File: src/rtl/subservient_wb_loader_if.sv
// Bus bundle for the subservient loader: management Wishbone slave
// side plus the subservient SRAM debug port.
interface subservient_wb_loader_if;
  logic        wbs_cyc_i;
  logic        wbs_stb_i;
  logic        wbs_we_i;
  logic [3:0]  wbs_sel_i;
  logic [31:0] wbs_adr_i;
  logic [31:0] wbs_dat_i;
  logic        wbs_ack_o;
  logic [31:0] wbs_dat_o;
  logic        dbg_stb_o;
  logic        dbg_we_o;
  logic [31:0] dbg_adr_o;
  logic [31:0] dbg_dat_o;
  logic [3:0]  dbg_sel_o;
  logic [31:0] dbg_dat_i;
  logic        dbg_ack_i;

  modport slave (
    input  wbs_cyc_i, wbs_stb_i, wbs_we_i,
    input  wbs_sel_i, wbs_adr_i, wbs_dat_i,
    output wbs_ack_o, wbs_dat_o,
    output dbg_stb_o, dbg_we_o, dbg_adr_o,
    output dbg_dat_o, dbg_sel_o,
    input  dbg_dat_i, dbg_ack_i
  );

  modport master (
    output wbs_cyc_i, wbs_stb_i, wbs_we_i,
    output wbs_sel_i, wbs_adr_i, wbs_dat_i,
    input  wbs_ack_o, wbs_dat_o,
    input  dbg_stb_o, dbg_we_o, dbg_adr_o,
    input  dbg_dat_o, dbg_sel_o,
    output dbg_dat_i, dbg_ack_i
  );
endinterface

File: src/rtl/subservient_wb_loader.sv
// Wishbone register window that loads/reads subservient SRAM
// through its debug port and holds the core in reset meanwhile.
module subservient_wb_loader #(
  parameter logic [31:0] BASE_ADDR = 32'h3000_0000,
  parameter int          TIMEOUT   = 255
) (
  input  logic wb_clk_i,
  input  logic wb_rst_i,
  subservient_wb_loader_if.slave bus,
  output logic core_rst_o,
  output logic dbg_mode_o
);

  typedef enum logic [1:0] {IDLE, MEM, RESP} state_t;

  localparam logic [7:0] CNT_LAST = 8'(TIMEOUT - 1);

  state_t      state_q, state_d;
  logic [1:0]  ctrl_q, ctrl_d;
  logic [31:0] addr_q, addr_d;
  logic        sticky_q, sticky_d;
  logic [7:0]  cnt_q, cnt_d;
  logic        block_q, block_d;
  logic        ack_q, ack_d;
  logic [31:0] rdat_q, rdat_d;
  logic        stb_q, stb_d;
  logic        we_q, we_d;
  logic [31:0] dadr_q, dadr_d;
  logic [31:0] ddat_q, ddat_d;
  logic [3:0]  dsel_q, dsel_d;

  logic req, hit;
  logic sel_ctrl, sel_addr, sel_data, sel_stat;
  logic busy;
  logic unused;

  assign req = bus.wbs_cyc_i & bus.wbs_stb_i;
  assign hit = req &&
    (bus.wbs_adr_i[31:4] == BASE_ADDR[31:4]);

  assign sel_ctrl = hit && (bus.wbs_adr_i[3:2] == 2'd0);
  assign sel_addr = hit && (bus.wbs_adr_i[3:2] == 2'd1);
  assign sel_data = hit && (bus.wbs_adr_i[3:2] == 2'd2);
  assign sel_stat = hit && (bus.wbs_adr_i[3:2] == 2'd3);

  assign busy   = (state_q != IDLE);
  assign unused = ^bus.wbs_adr_i[1:0];

  always_ff @(posedge wb_clk_i) begin
    if (wb_rst_i) begin
      state_q  <= IDLE;
      ctrl_q   <= 2'b11;
      addr_q   <= '0;
      sticky_q <= 1'b0;
      cnt_q    <= '0;
      block_q  <= 1'b0;
      ack_q    <= 1'b0;
      rdat_q   <= '0;
      stb_q    <= 1'b0;
      we_q     <= 1'b0;
      dadr_q   <= '0;
      ddat_q   <= '0;
      dsel_q   <= '0;
    end else begin
      state_q  <= state_d;
      ctrl_q   <= ctrl_d;
      addr_q   <= addr_d;
      sticky_q <= sticky_d;
      cnt_q    <= cnt_d;
      block_q  <= block_d;
      ack_q    <= ack_d;
      rdat_q   <= rdat_d;
      stb_q    <= stb_d;
      we_q     <= we_d;
      dadr_q   <= dadr_d;
      ddat_q   <= ddat_d;
      dsel_q   <= dsel_d;
    end
  end

  always_comb begin
    state_d  = state_q;
    ctrl_d   = ctrl_q;
    addr_d   = addr_q;
    sticky_d = sticky_q;
    cnt_d    = cnt_q;
    block_d  = 1'b0;
    ack_d    = 1'b0;
    rdat_d   = '0;
    stb_d    = stb_q;
    we_d     = we_q;
    dadr_d   = dadr_q;
    ddat_d   = ddat_q;
    dsel_d   = dsel_q;

    unique case (state_q)
      IDLE: begin
        // block_q skips the cycle after an ack so a held stb
        // is not answered twice
        if (req && !block_q) begin
          state_d = RESP;
          ack_d   = 1'b1;
          unique case (1'b1)
            sel_ctrl: begin
              if (bus.wbs_we_i) ctrl_d = bus.wbs_dat_i[1:0];
              else rdat_d = {30'b0, ctrl_q};
            end
            sel_addr: begin
              if (bus.wbs_we_i)
                addr_d = {bus.wbs_dat_i[31:2], 2'b00};
              else rdat_d = addr_q;
            end
            sel_data: begin
              if (ctrl_q[1]) begin
                state_d = MEM;
                ack_d   = 1'b0;
                cnt_d   = '0;
                stb_d   = 1'b1;
                we_d    = bus.wbs_we_i;
                dadr_d  = addr_q;
                ddat_d  = bus.wbs_dat_i;
                dsel_d  = bus.wbs_sel_i;
              end
            end
            sel_stat: begin
              if (bus.wbs_we_i) begin
                if (bus.wbs_dat_i[1]) sticky_d = 1'b0;
              end else begin
                rdat_d = {30'b0, sticky_q, busy};
              end
            end
            default: ;
          endcase
        end
      end
      MEM: begin
        cnt_d = cnt_q + 8'd1;
        if (bus.dbg_ack_i) begin
          state_d = RESP;
          ack_d   = 1'b1;
          stb_d   = 1'b0;
          addr_d  = addr_q + 32'd4;
          rdat_d  = we_q ? 32'h0 : bus.dbg_dat_i;
        end else if (cnt_q == CNT_LAST) begin
          state_d  = RESP;
          ack_d    = 1'b1;
          stb_d    = 1'b0;
          sticky_d = 1'b1;
          rdat_d   = 32'hDEAD_BEEF;
        end
      end
      RESP: begin
        state_d = IDLE;
        block_d = 1'b1;
      end
      default: state_d = IDLE;
    endcase
  end

  assign bus.wbs_ack_o = ack_q;
  assign bus.wbs_dat_o = rdat_q;
  assign bus.dbg_stb_o = stb_q;
  assign bus.dbg_we_o  = we_q;
  assign bus.dbg_adr_o = dadr_q;
  assign bus.dbg_dat_o = ddat_q;
  assign bus.dbg_sel_o = dsel_q;
  assign core_rst_o    = ctrl_q[0];
  assign dbg_mode_o    = ctrl_q[1];

endmodule

File: src/flat_wrapper.sv
// flat-port wrapper written by rule: the top's interface ports become plain ports
module subservient_wb_loader_flat 
#(
  parameter logic [31:0] BASE_ADDR = 32'h3000_0000,
  parameter int          TIMEOUT   = 255
)
  (wb_clk_i, wb_rst_i, core_rst_o, dbg_mode_o, bus_wbs_cyc_i, bus_wbs_stb_i, bus_wbs_we_i, bus_wbs_sel_i, bus_wbs_adr_i, bus_wbs_dat_i, bus_wbs_ack_o, bus_wbs_dat_o, bus_dbg_stb_o, bus_dbg_we_o, bus_dbg_adr_o, bus_dbg_dat_o, bus_dbg_sel_o, bus_dbg_dat_i, bus_dbg_ack_i);
  subservient_wb_loader_if bus_i ();
  input  logic wb_clk_i;
  input  logic wb_rst_i;
  output logic core_rst_o;
  output logic dbg_mode_o;
  input wire logic [$bits(bus_i.wbs_cyc_i)-1:0] bus_wbs_cyc_i;
  input wire logic [$bits(bus_i.wbs_stb_i)-1:0] bus_wbs_stb_i;
  input wire logic [$bits(bus_i.wbs_we_i)-1:0] bus_wbs_we_i;
  input wire logic [$bits(bus_i.wbs_sel_i)-1:0] bus_wbs_sel_i;
  input wire logic [$bits(bus_i.wbs_adr_i)-1:0] bus_wbs_adr_i;
  input wire logic [$bits(bus_i.wbs_dat_i)-1:0] bus_wbs_dat_i;
  output wire logic [$bits(bus_i.wbs_ack_o)-1:0] bus_wbs_ack_o;
  output wire logic [$bits(bus_i.wbs_dat_o)-1:0] bus_wbs_dat_o;
  output wire logic [$bits(bus_i.dbg_stb_o)-1:0] bus_dbg_stb_o;
  output wire logic [$bits(bus_i.dbg_we_o)-1:0] bus_dbg_we_o;
  output wire logic [$bits(bus_i.dbg_adr_o)-1:0] bus_dbg_adr_o;
  output wire logic [$bits(bus_i.dbg_dat_o)-1:0] bus_dbg_dat_o;
  output wire logic [$bits(bus_i.dbg_sel_o)-1:0] bus_dbg_sel_o;
  input wire logic [$bits(bus_i.dbg_dat_i)-1:0] bus_dbg_dat_i;
  input wire logic [$bits(bus_i.dbg_ack_i)-1:0] bus_dbg_ack_i;
  assign bus_i.wbs_cyc_i = bus_wbs_cyc_i;
  assign bus_i.wbs_stb_i = bus_wbs_stb_i;
  assign bus_i.wbs_we_i = bus_wbs_we_i;
  assign bus_i.wbs_sel_i = bus_wbs_sel_i;
  assign bus_i.wbs_adr_i = bus_wbs_adr_i;
  assign bus_i.wbs_dat_i = bus_wbs_dat_i;
  assign bus_wbs_ack_o = bus_i.wbs_ack_o;
  assign bus_wbs_dat_o = bus_i.wbs_dat_o;
  assign bus_dbg_stb_o = bus_i.dbg_stb_o;
  assign bus_dbg_we_o = bus_i.dbg_we_o;
  assign bus_dbg_adr_o = bus_i.dbg_adr_o;
  assign bus_dbg_dat_o = bus_i.dbg_dat_o;
  assign bus_dbg_sel_o = bus_i.dbg_sel_o;
  assign bus_i.dbg_dat_i = bus_dbg_dat_i;
  assign bus_i.dbg_ack_i = bus_dbg_ack_i;
  subservient_wb_loader #(.BASE_ADDR(BASE_ADDR), .TIMEOUT(TIMEOUT)) u_core (.wb_clk_i(wb_clk_i), .wb_rst_i(wb_rst_i), .bus(bus_i), .core_rst_o(core_rst_o), .dbg_mode_o(dbg_mode_o));
endmodule
File: config.mk
export PLATFORM = sky130hd
export DESIGN_NAME = subservient_wb_loader_flat
export DESIGN_NICKNAME = d
export VERILOG_FILES = /design/src/rtl/subservient_wb_loader_if.sv /design/src/rtl/subservient_wb_loader.sv /design/src/flat_wrapper.sv
export SDC_FILE = /design/constraint.sdc
export NUM_CORES = 1
export LEC_CHECK = 0
export CAP_MARGIN = 0
export CORE_MARGIN = 8
export CORE_UTILIZATION = 35
export DETAILED_ROUTE_END_ITERATION = 16
export DONT_BUFFER_PORTS = 1
export GPL_TIMING_DRIVEN = 0
export PLACE_DENSITY = 0.6
export SETUP_SLACK_MARGIN = 0.05
export SLEW_MARGIN = 20
export SYNTH_ARGS = -nofsm -noshare
export SYNTH_HDL_FRONTEND = slang
export SYNTH_SLANG_ARGS = --single-unit
File: constraint.sdc
create_clock -name wb_clk_i -period 2.1 [get_ports wb_clk_i]
set_input_delay 0 -clock wb_clk_i [delete_from_list [all_inputs] [get_ports wb_clk_i]]
set_output_delay 0 -clock wb_clk_i [all_outputs]
set_load 0.05 [all_outputs]
=== Yosys cells after proc, flatten, opt, wreduce, memory -nomap -nowiden ===
Index checks and enable logic that the tools add are counted.

* Register bits after elaboration: 149
* Logic and storage cells: 96
* Bits of input ports: 106
* Output and inout bits: 105

* Eq/ne operators: 18
* Bitwise operators: 1
* $add $sub $neg: 2
* Muxes and demuxes: 44
* Reductions and logical operators: 18

{| class="wikitable"
|+ Operator list
! cell !! number
|-
| two-way mux 32 bit || 9
|-
| one-hot mux 32 bit (2 select lines) || 2
|-
| one-hot mux 32 bit (3 select lines) || 1
|-
| adder 32 x 3 -> 32 bit (second input constant) || 1
|-
| == test 28 x 26 -> 1 bit (second input constant) || 1
|-
| two-way mux 8 bit || 3
|-
| two-way mux 1 bit || 17
|-
| one-hot mux 8 bit (2 select lines) || 1
|-
| two-way mux 2 bit || 7
|-
| != test 2 x 1 -> 1 bit (second input constant) || 6
|-
| AND reduction 4 bit || 3
|-
| AND reduction 5 bit || 2
|-
| adder 8 x 1 -> 8 bit (second input constant) || 1
|-
| == test 8 bit (second input constant) || 1
|-
| != test 2 bit (second input constant) || 4
|-
| AND reduction 7 bit || 1
|-
| == test 2 bit (second input constant) || 3
|-
| logical AND 1 bit || 6
|-
| one-hot mux 1 bit (2 select lines) || 3
|-
| == test 2 x 1 -> 1 bit (second input constant) || 2
|-
| zero test 2 bit || 2
|-
| one-hot mux 2 bit (2 select lines) || 1
|-
| nonzero test 2 bit || 2
|-
| != test 3 x 2 -> 1 bit (second input constant) || 1
|-
| other kinds (3) || 3
|}

=== Logic depth before layout (Yosys ltp) ===
Gate-level depths: netlist (run 1).

* Depth in word-level cells: 6
* Depth in mapped cells: 8
* Gate-level depth less buffers: 6

=== Worst setup path before layout (run 1) ===
OpenSTA, ideal clock, no wires.

* Kind: register to register
* From: register u_core.addr_q[2]
* To: register u_core.addr_q[26]
* Period minus slack after synthesis: 2.111 ns
* Arrival time: 2.051 ns
* Path slack: -0.011 ns
* Setup time: 0.060 ns
* Required time: 2.040 ns
* Path buffers: 1
* Stages on the path, launching flop included: 8
* Cells stage by stage: dfxtp_1 > ha_1 > inv_1 > or4_1 > buf_2 > or3_4 > o32ai_2 > o221a_1

* Longest elaborated chain between the ends: 3

{| class="wikitable"
|+ Ends and longest elaborated chain
! what !! line !! source
|-
| from (decl) || subservient_wb_loader.sv:20 || <nowiki>logic [31:0] addr_q, addr_d;</nowiki>
|-
| from (signal assigned) || subservient_wb_loader.sv:67 || <nowiki>addr_q <= addr_d;</nowiki>
|-
| adder 32 x 3 -> 32 bit || subservient_wb_loader.sv:142 || <nowiki>addr_d = addr_q + 32'd4;</nowiki>
|-
| two-way mux 32 bit || subservient_wb_loader.sv:138 || <nowiki>if (bus.dbg_ack_i) begin</nowiki>
|-
| one-hot mux 32 bit (2 select lines) || subservient_wb_loader.sv:96 || <nowiki>unique case (state_q)</nowiki>
|}

No other way between the ends. The select of a mux whose other input is x is not followed.
A chain may end at the register's enable or synchronous reset.

=== Final worst setup path (run 1) ===
* From: register u_core.addr_q[2]
* To: register u_core.addr_q[24]

The elaborated chain is that of the path after synthesis.

==> flow_metrics.py, run 1 <==
metrics = {
    "run_status": {
        "status": "complete, no violations",
    },
    "place": {
        "dp_hpwl_um": 19100,
        "place_congestion": 0.916,
        "io_buffers": 0,
    },
    "worst_setup_path": {
        "path_max_fanout": 8,
        "worstSetupEndpointType": "register",
        "crit_type": "reg2reg",
        "required_ns": 2.46,
        "critPathMaxStageDelay_ns": 0.53,
        "worstPathArrival_ns": 2.43,
        "start_kind": "register",
        "cpLargestDelayFamily": "simple AND/OR/NAND/NOR gates",
        "path_buf_inv": 2,
        "slowest_stage": "or4_4",
        "cp_cell_sequence": "ha_4 > inv_4 > or4_4 > buf_6 > or3_4 > o32ai_4 > o221a_1",
    },
    "clock_network": {
        "clock_path_buffers": 2,
        "clock_sinks": 145,
        "cts_inserted_buffers": 17,
        "clock_latency_ns": 0.43,
        "cts.clk_slew.worst_paths_ns": 0.06,
        "root_buffer": "clkbuf_16",
        "h-tree-depth": 4,
        "cts_tree": "yes",
    },
    "logic_synthesis": {
        "synth_cell_types": 61,
        "synth_top_cell_area_share": 0.430,
        "synth_top_cell_by_area": "dfxtp_1",
        "synth_seq_cells": 145,
        "synthArstFlopShare": 0,
        "seq_area_frac_synth": 0.430,
        "synth_edf_count": 0,
        "syn_avg_cell_area_um2": 7.74,
        "synthCells": 873,
        "syn-cell-area_um2": 6760,
        "synth.area.top_cells": "dfxtp_1, nand2_1, a21oi_1",
        "ys_warn_count": 0,
        "ys.flop_type": "dfxtp_1",
    },
    "grt": {
        "grt_pass1_wl_um": 40000,
        "antenna_found_initial": 0,
        "grt_max_degree": 17,
        "grt_pass1_vias": 6745,
        "grtUsageTotal": 0.214,
        "grt-ovfl-total": 0,
    },
    "route": {
        "viasPerCell": 5.55,
        "ant_nets": 0,
        "vias": 6969,
        "dr.pass1.iters": 7,
        "drc_errors": 0,
        "post_drt_wl_per_cell_um": 20.9,
        "drt-initial-drc-count": 720,
        "wl_um": 26300,
    },
    "finish": {
        "nets": 1087,
        "n_antenna_cell": 0,
        "layout-drive-gt1-share": 0.132,
        "area_growth_pct": 30.9,
        "layout_common_cells": "nand2_1, dfxtp_1, a21oi_1",
        "final_common_cell": "nand2_1",
        "post-route-util": 0.460,
    },
    "sta": {
        "hold_viol": 0,
        "finalCritPeriodShare": 0.986,
        "finalSetupTns_ns": 0,
        "tightest_slew_ns": 0.766,
        "drv_slew": 0,
        "rsz0062_at_grt": "yes",
        "max_freq_mhz": 483,
        "skew_ns": 0.0138,
        "final-setup-viol-count": 0,
        "relSlewSlack": 0.489,
        "min_period_ns": 2.07,
    },
    "power_and_ir_drop": {
        "peakVddDrop_uv": 502,
        "p_leak_nw": 3.17,
        "p_per_area_nw_per_um2": 733,
        "total_power_mw": 6.48,
    },
    "floorplan": {
        "rows": 51,
        "dieArea_um2": 24000,
        "io_pins": 211,
        "die_height_um": 155,
        "die_x_um": 155,
        "start_util": 0.352,
        "coreArea_um2": 19200,
    },
    "worst_hold_path": {
        "min_path_type": "in2reg",
    },
    "job": {
        "cap_violations": 0,
    },
}
## what timing repair did
item,4_1_cts,5_1_grt
hold buffers,72,0
pin swaps,2,4
endpoints found under the hold margin,102,0
setup buffers,4,14
resized for setup,45,59
endpoints found under the setup margin,141,130
## flip-flops by register name, indices dropped and copies added (netlist names)
register / count
u_core.bus.dbg_dat_o: 32
u_core.bus.dbg_stb_o: 1
u_core.bus.wbs_ack_o: 1
u_core.ctrl_q: 2
u_core.block_q: 1
u_core.cnt_q: 8
u_core.addr_q: 30
u_core.bus.dbg_adr_o: 30
u_core.bus.dbg_sel_o: 4
u_core.bus.wbs_dat_o: 32
u_core.state_q: 2
u_core.bus.dbg_we_o: 1
u_core.sticky_q: 1
## tightest hold or removal path: cells and delay by family
kind,cells,cell delay [ns]
AOI/OAI and AO/OA,2,0.29
and+or+nand+nor,1,0.17
## stage by stage
stage	setup slack, ns	cell area, um2	std cells	hold slack, ns
floorplan	0.0718	6760	874	0.118
global placement	-0.521	7100	1139	0.121
detailed placement	-0.499	7100	1139	0.123
CTS	0.0136	8630	1242	0.0499
global route	0.00189	8840	1256	0.106
finish	0.0294	8840	1256	0.0732
## cell type report
cell class	count	area, um2
timing repair buffer	90	856
fill	1866	10400
multi-input combinational	627	3570
clock inverter	13	199
clock buffer	19	453
inverter	30	115
buffer	67	387
tap	265	332
sequential	145	2930
## cells by family (layout without fill, tap and decap cells)
group | Yosys count | in the layout | synth area share
AO/OA/AOI/OAI | 232 | 232 | 0.218
adder cells (fa/ha/maj) | 3 | 3 | 0.00556
buffers and inverters | 102 | 219 | 0.0619
flip-flops | 145 | 145 | 0.430
multiplexers | 12 | 12 | 0.0178
other | 1 | 2 | 0.000555
AND/OR/NAND/NOR | 378 | 378 | 0.267
## synth_stat cells (all sizes together), types with 5 or more instances
cell type  count
a211oi         5
a21oi         95
a22oi         31
a31oi          5
and2           7
and3           5
and4           5
buf           21
clkbuf        51
dfxtp        145
inv           30
mux2i         12
nand2        174
nand2b         7
nand3         22
nand3b        10
nand4         15
nor2          68
nor2b          7
nor3          16
nor4          17
o211ai         8
o21ai         36
o31ai         12
or3            8
## final timing paths
kind / cells past startpoint / slack (ns) / startpoint / to
max: 7 / 0.03 / u_core.addr_q[2] / u_core.addr_q[24]
min: 3 / 0.07 / bus_wbs_adr_i[3] / u_core.state_q[1]
max reg2reg: 7 / 0.03 / u_core.addr_q[2] / u_core.addr_q[24]
min reg2reg: 2 / 0.48 / u_core.sticky_q / u_core.sticky_q
## metal layers
metal / up-vias / part of all wire / track usage / wire length [um]
li1: 3314 / - / - / -
met1: 3223 / 0.42 / 0.275 / 11000
met2: 376 / 0.45 / 0.331 / 11800
met3: 56 / 0.10 / 0.0649 / 2690
met4: 0 / 0.029 / 0.0812 / 765
met5: - / 0 / 0 / 0
## power by group
part,internal [mW],total [mW],switching [mW]
Sequential,2.75,2.75,0.00737
Clock,2.08,3.37,1.29
Combinational,0.158,0.361,0.203
No activity file was read; power rests on OpenSTA's default activity.
==> run 2: changes to the inputs <==
Settings changed: HOLD_SLACK_MARGIN from default to 0.08, SETUP_SLACK_MARGIN 0.05 to 0.15.
==> run 2 against run 1 <==
Net effect: highest routed layer unchanged; via count increased by 2.2%; die area is the same; total power shrank 7.0%; register-to-register slack gained 0.02 ns; non-clock buffer count is 8 higher; worst hold slack improved by 0.027 ns; largest cell class unchanged; maximum frequency grew 1.1%; largest power group unchanged.
==> flow_metrics.py, run 2 (synthesis results as in run 1) <==
metrics = {
    "run_status": {
        "status": "complete, no violations",
    },
    "route": {
        "ant_nets": 0,
        "drc_errors": 0,
        "viasPerCell": 5.63,
        "post_drt_wl_per_cell_um": 21.4,
        "wl_um": 27100,
        "dr.pass1.iters": 6,
        "drt-initial-drc-count": 706,
        "vias": 7122,
    },
    "worst_setup_path": {
        "start_kind": "register",
        "startpoint": "u_core.addr_q[4]",
        "reg2reg_slack_ns": 0.05,
        "crit_type": "reg2reg",
        "worstPathArrival_ns": 2.42,
        "worstRegToRegCells": 8,
        "rr_startpoint": "u_core.addr_q[4]",
        "required_ns": 2.47,
        "worst_r2r_endpoint": "u_core.addr_q[6]",
        "crit_path_end": "u_core.addr_q[6]",
        "worstSetupEndpointType": "register",
        "path_max_fanout": 8,
    },
    "floorplan": {
        "coreArea_um2": 19200,
        "io_pins": 211,
        "die_height_um": 155,
        "dieArea_um2": 24000,
        "start_util": 0.352,
        "die_x_um": 155,
        "rows": 51,
    },
    "power_and_ir_drop": {
        "power_switching_mw": 1.46,
        "p_per_area_nw_per_um2": 675,
        "p_leak_nw": 3.18,
        "clkPwrFrac": 0.482,
        "total_power_mw": 6.03,
        "power.share.sequential": 0.457,
        "peakVddDrop_uv": 476,
        "p_comb_frac": 0.061,
        "internal_power_mw": 4.57,
        "p_sw_frac": 0.242,
    },
    "clock_network": {
        "root_buffer": "clkbuf_16",
        "cts.clk_slew.worst_paths_ns": 0.06,
        "h-tree-depth": 4,
        "clock_sinks": 145,
        "cts_tree": "yes",
        "clock_latency_ns": 0.42,
        "cts_inserted_buffers": 17,
        "clock_path_buffers": 2,
    },
    "grt": {
        "grt_max_degree": 17,
        "grt-ovfl-total": 0,
        "antenna_found_initial": 0,
        "use_met1": 0.279,
        "met3_usage": 0.0663,
        "grt_pass1_vias": 6848,
        "grt_pass1_wl_um": 40700,
        "met2_usage": 0.332,
        "busiest_layer": "met2",
        "grtUsageTotal": 0.217,
    },
    "finish": {
        "post-route-util": 0.465,
        "nets": 1095,
        "final_area_um2": 8920,
        "layout_common_cells": "nand2_1, dfxtp_1, a21oi_1",
        "final_common_cell": "nand2_1",
        "area_growth_pct": 32.1,
        "layout-drive-gt1-share": 0.155,
        "n_antenna_cell": 0,
    },
    "sta": {
        "min_period_ns": 2.05,
        "skew_ns": 0.00859,
        "final-setup-viol-count": 0,
        "drv_slew": 0,
        "relSlewSlack": 0.437,
        "tightest_slew_ns": 0.844,
        "rsz0062_at_grt": "yes",
        "max_freq_mhz": 488,
        "finalCritPeriodShare": 0.976,
        "hold_viol": 0,
        "worst_slack_ns": 0.0510,
    },
    "place": {
        "io_buffers": 0,
        "dpl_cell_area_um2": 7130,
        "dp_hpwl_um": 19100,
        "place_congestion": 0.882,
        "pre_cts_ws_ns": -0.510,
    },
    "worst_hold_path": {
        "min_path_type": "in2reg",
    },
    "job": {
        "cap_violations": 0,
    },
}
[run 2: changes by cell type in the layout (fill, tap and decap cells not counted), sizes merged]
cell and change:
buf +1, bufinv -3, clkbuf +7, clkinv +1, clkinvlp +3, dlygate4sd3 +1, inv -2
[run 2: power by group through the flow]
stage	sequential [mW]	clock (mW)	combinational [mW]
floorplan	2.82	0	0.145
global placement	2.82	0	0.205
detailed placement	2.82	0	0.204
CTS	2.75	2.95	0.358
global route	2.75	3.09	0.392
finish	2.76	2.90	0.369
[run 2: metal layers]
layer / up-vias / share of wire
li1: 3322 / -
met1: 3346 / 0.42
met2: 404 / 0.45
met3: 50 / 0.10
met4: 0 / 0.027
met5: - / 0
[run 2: repair_timing]
| action | in CTS | in global routing |
|---|---|---|
| setup endpoints to repair | 141 | 136 |
| hold endpoints to repair | 103 | 0 |
| cloned | 0 | 1 |
| pin swaps | 10 | 9 |
| hold buffers | 73 | 0 |
| buffers inserted | 14 | 6 |
| resized for setup | 69 | 56 |
[run 2: worst max-delay path, stage by stage (launching register included)]
cell,delay (ns)
dfxtp_2,0.33
buf_6,0.11
buf_4,0.10
buf_4,0.18
nand3_1,0.18
or3_1,0.37
a2111oi_1,0.51
mux2i_1,0.14
nand2_1,0.08
[run 2: how the worst min path moves through the flow]
stage,to,startpoint,slack (ns),cells after the start
after floorplan,u_core.ctrl_q[1],bus_wbs_dat_i[1],0.12,1
after global placement,u_core.ctrl_q[1],bus_wbs_dat_i[1],0.12,1
after detailed placement,u_core.ctrl_q[1],bus_wbs_dat_i[1],0.12,1
after CTS,u_core.state_q[1],bus_wbs_cyc_i,0.09,4
after global routing,u_core.sticky_q,bus_wbs_cyc_i,0.11,5
final,u_core.cnt_q[7],wb_rst_i,0.10,3
[run 2: cell type report]
class,instances,area [um2]
well taps,265,332
fillers,1846,10300
clock inverters,12,110
clock buffers,20,447
plain buffers,71,433
multi-input cells,627,3670
inverters,30,113
flip-flops and latches,145,2930
repair buffers,94,886
[run 2: per-stage QoR]
stage                     hold slack (ns)  instances  TNS (ns)
final                               0.100       1264         0
after global routing                0.113       1264         0
after CTS                          0.0854       1258         0
after detailed placement            0.122       1139    -40.86
after global placement              0.121       1139    -43.82
after floorplan                     0.118        874         0
==> run 3: changes to the inputs <==
Settings changed: ABC_CLOCK_PERIOD_IN_PS from default to 2100, MAX_ROUTING_LAYER from default to met4.
==> run 3 against run 2 <==
Net effect: final cell count up 0.71%; critical path depth down 1; clock skew up 0.0022 ns; critical endpoint is now u_core.addr_q[26]; total power up 1.8%; first-iteration DRC count up 25%; register-to-register slack better by 0.05 ns; setup slack better by 0.047 ns; clock power up 4%; non-clock buffer count up 9; clock-buffer cell count down 1.
==> flow_metrics.py, run 3 (synthesis results as in run 1) <==
metrics = {
    "route": {
        "met2_length_um": 11900,
        "dr_wl_met3_um": 2560,
        "ant_nets": 0,
        "top_layer": "met4",
        "vias": 7143,
        "viasPerCell": 5.61,
        "drc_errors": 0,
        "wl_met1_um": 11400,
        "post_drt_wl_per_cell_um": 21.0,
        "wl_um": 26800,
        "drt-initial-drc-count": 879,
        "dr.pass1.iters": 6,
    },
    "worst_setup_path": {
        "crit_type": "reg2reg",
        "worstPathArrival_ns": 2.37,
        "worstSetupEndpointType": "register",
        "required_ns": 2.47,
        "path_max_fanout": 4,
        "start_kind": "register",
    },
    "finish": {
        "layout-drive-gt1-share": 0.166,
        "post-route-util": 0.470,
        "layout_common_cells": "nand2_1, dfxtp_1, a21oi_1",
        "n_antenna_cell": 0,
        "final_cells": 1273,
        "nets": 1104,
        "final_common_cell": "nand2_1",
        "area_growth_pct": 33.7,
    },
    "place": {
        "dp_hpwl_um": 19000,
        "pre_cts_ws_ns": -0.501,
        "dp_cells": 1140,
        "io_buffers": 0,
        "place_congestion": 0.894,
    },
    "power_and_ir_drop": {
        "power_switching_mw": 1.52,
        "clkPwrFrac": 0.491,
        "p_comb_frac": 0.060,
        "internal_power_mw": 4.62,
        "p_leak_nw": 3.27,
        "p_per_area_nw_per_um2": 679,
        "power.share.sequential": 0.448,
        "peakVddDrop_uv": 596,
        "p_sw_frac": 0.247,
    },
    "clock_network": {
        "clock_latency_ns": 0.43,
        "clock_sinks": 145,
        "root_buffer": "clkbuf_16",
        "cts_inserted_buffers": 17,
        "cts.clk_slew.worst_paths_ns": 0.06,
        "clock_path_buffers": 2,
        "cts_tree": "yes",
        "h-tree-depth": 4,
    },
    "sta": {
        "final-setup-viol-count": 0,
        "hold_viol": 0,
        "drv_slew": 0,
        "max_freq_mhz": 499,
        "tightest_slew_ns": 0.706,
        "min_period_ns": 2.00,
        "rsz0062_at_grt": "yes",
        "worst_slack_ns": 0.0976,
        "finalSetupTns_ns": 0,
        "skew_ns": 0.0108,
        "relSlewSlack": 0.529,
        "finalCritPeriodShare": 0.954,
    },
    "grt": {
        "antenna_found_initial": 0,
        "grt-ovfl-total": 0,
        "grt_pass1_wl_um": 40100,
        "grtUsageTotal": 0.220,
        "grt_pass1_vias": 6765,
        "grt_max_degree": 17,
    },
    "floorplan": {
        "start_util": 0.352,
        "rows": 51,
        "die_height_um": 155,
        "die_x_um": 155,
        "io_pins": 211,
        "coreArea_um2": 19200,
        "dieArea_um2": 24000,
    },
    "run_status": {
        "status": "complete, no violations",
    },
    "job": {
        "cap_violations": 0,
    },
    "worst_hold_path": {
        "min_path_type": "in2reg",
    },
}
## run 3: changes by cell type in the layout (fill, tap and decap cells not counted), sizes merged
cell / before / now
inv: 32 / 34
clkinvlp: 5 / 3
clkbuf: 72 / 65
clkinv: 4 / 5
buf: 40 / 55
## run 3: final timing paths
path / depth (start not counted) / slack [ns] / to / start
worst max register to register: 7 / 0.1 / u_core.addr_q[26] / u_core.addr_q[16]
worst min-delay path: 3 / 0.14 / u_core.cnt_q[7] / wb_rst_i
worst min register to register: 2 / 0.50 / u_core.sticky_q / u_core.sticky_q
worst max-delay path: 7 / 0.1 / u_core.addr_q[26] / u_core.addr_q[16]
## run 3: final cells by class
type / count / area, um2
tap: 265 / 332
inverter: 30 / 113
multi-input combinational: 627 / 3680
fill: 1833 / 10200
clock buffer: 19 / 453
buffer: 71 / 433
sequential: 145 / 2940
timing repair buffer: 103 / 953
clock inverter: 13 / 126
## run 3: power by group through the flow
stage	combinational [mW]	clock [mW]	sequential, mW
floorplan	0.145	0	2.82
global placement	0.205	0	2.82
detailed placement	0.204	0	2.82
CTS	0.358	3.04	2.75
global route	0.396	3.17	2.75
finish	0.371	3.01	2.75
## run 3: layer usage
| layer | GRT usage | vias to the layer above |
|---|---|---|
| met5 | - | - |
| li1 | - | 3341 |
| met2 | 0.318 | 383 |
| met3 | 0.0546 | 56 |
| met1 | 0.285 | 3363 |
| met4 | 0.0999 | 0 |
## run 3: per-stage QoR
step	total power [mW]	hold slack, ns	area [um2]
after floorplan	2.96	0.118	6800
after global placement	3.02	0.121	7130
after detailed placement	3.02	0.122	7140
after CTS	6.15	0.0809	8740
after global routing	6.32	0.170	9030
final	6.14	0.135	9030
## run 3: timing repair
action,in CTS,in global routing
setup endpoints to repair,141,135
endpoints found under the hold margin,103,0
hold buffers,73,0
pin swaps,6,9
gates cloned,0,1
buffers inserted,13,15
resized for setup,74,58
## run 3: worst max-delay path, cell delays in order (launching register included)
cell	delay, ns
dfxtp_2	0.32
buf_6	0.11
nand3_4	0.08
or4_4	0.55
buf_6	0.15
or3_4	0.40
o32ai_4	0.13
o221a_1	0.22
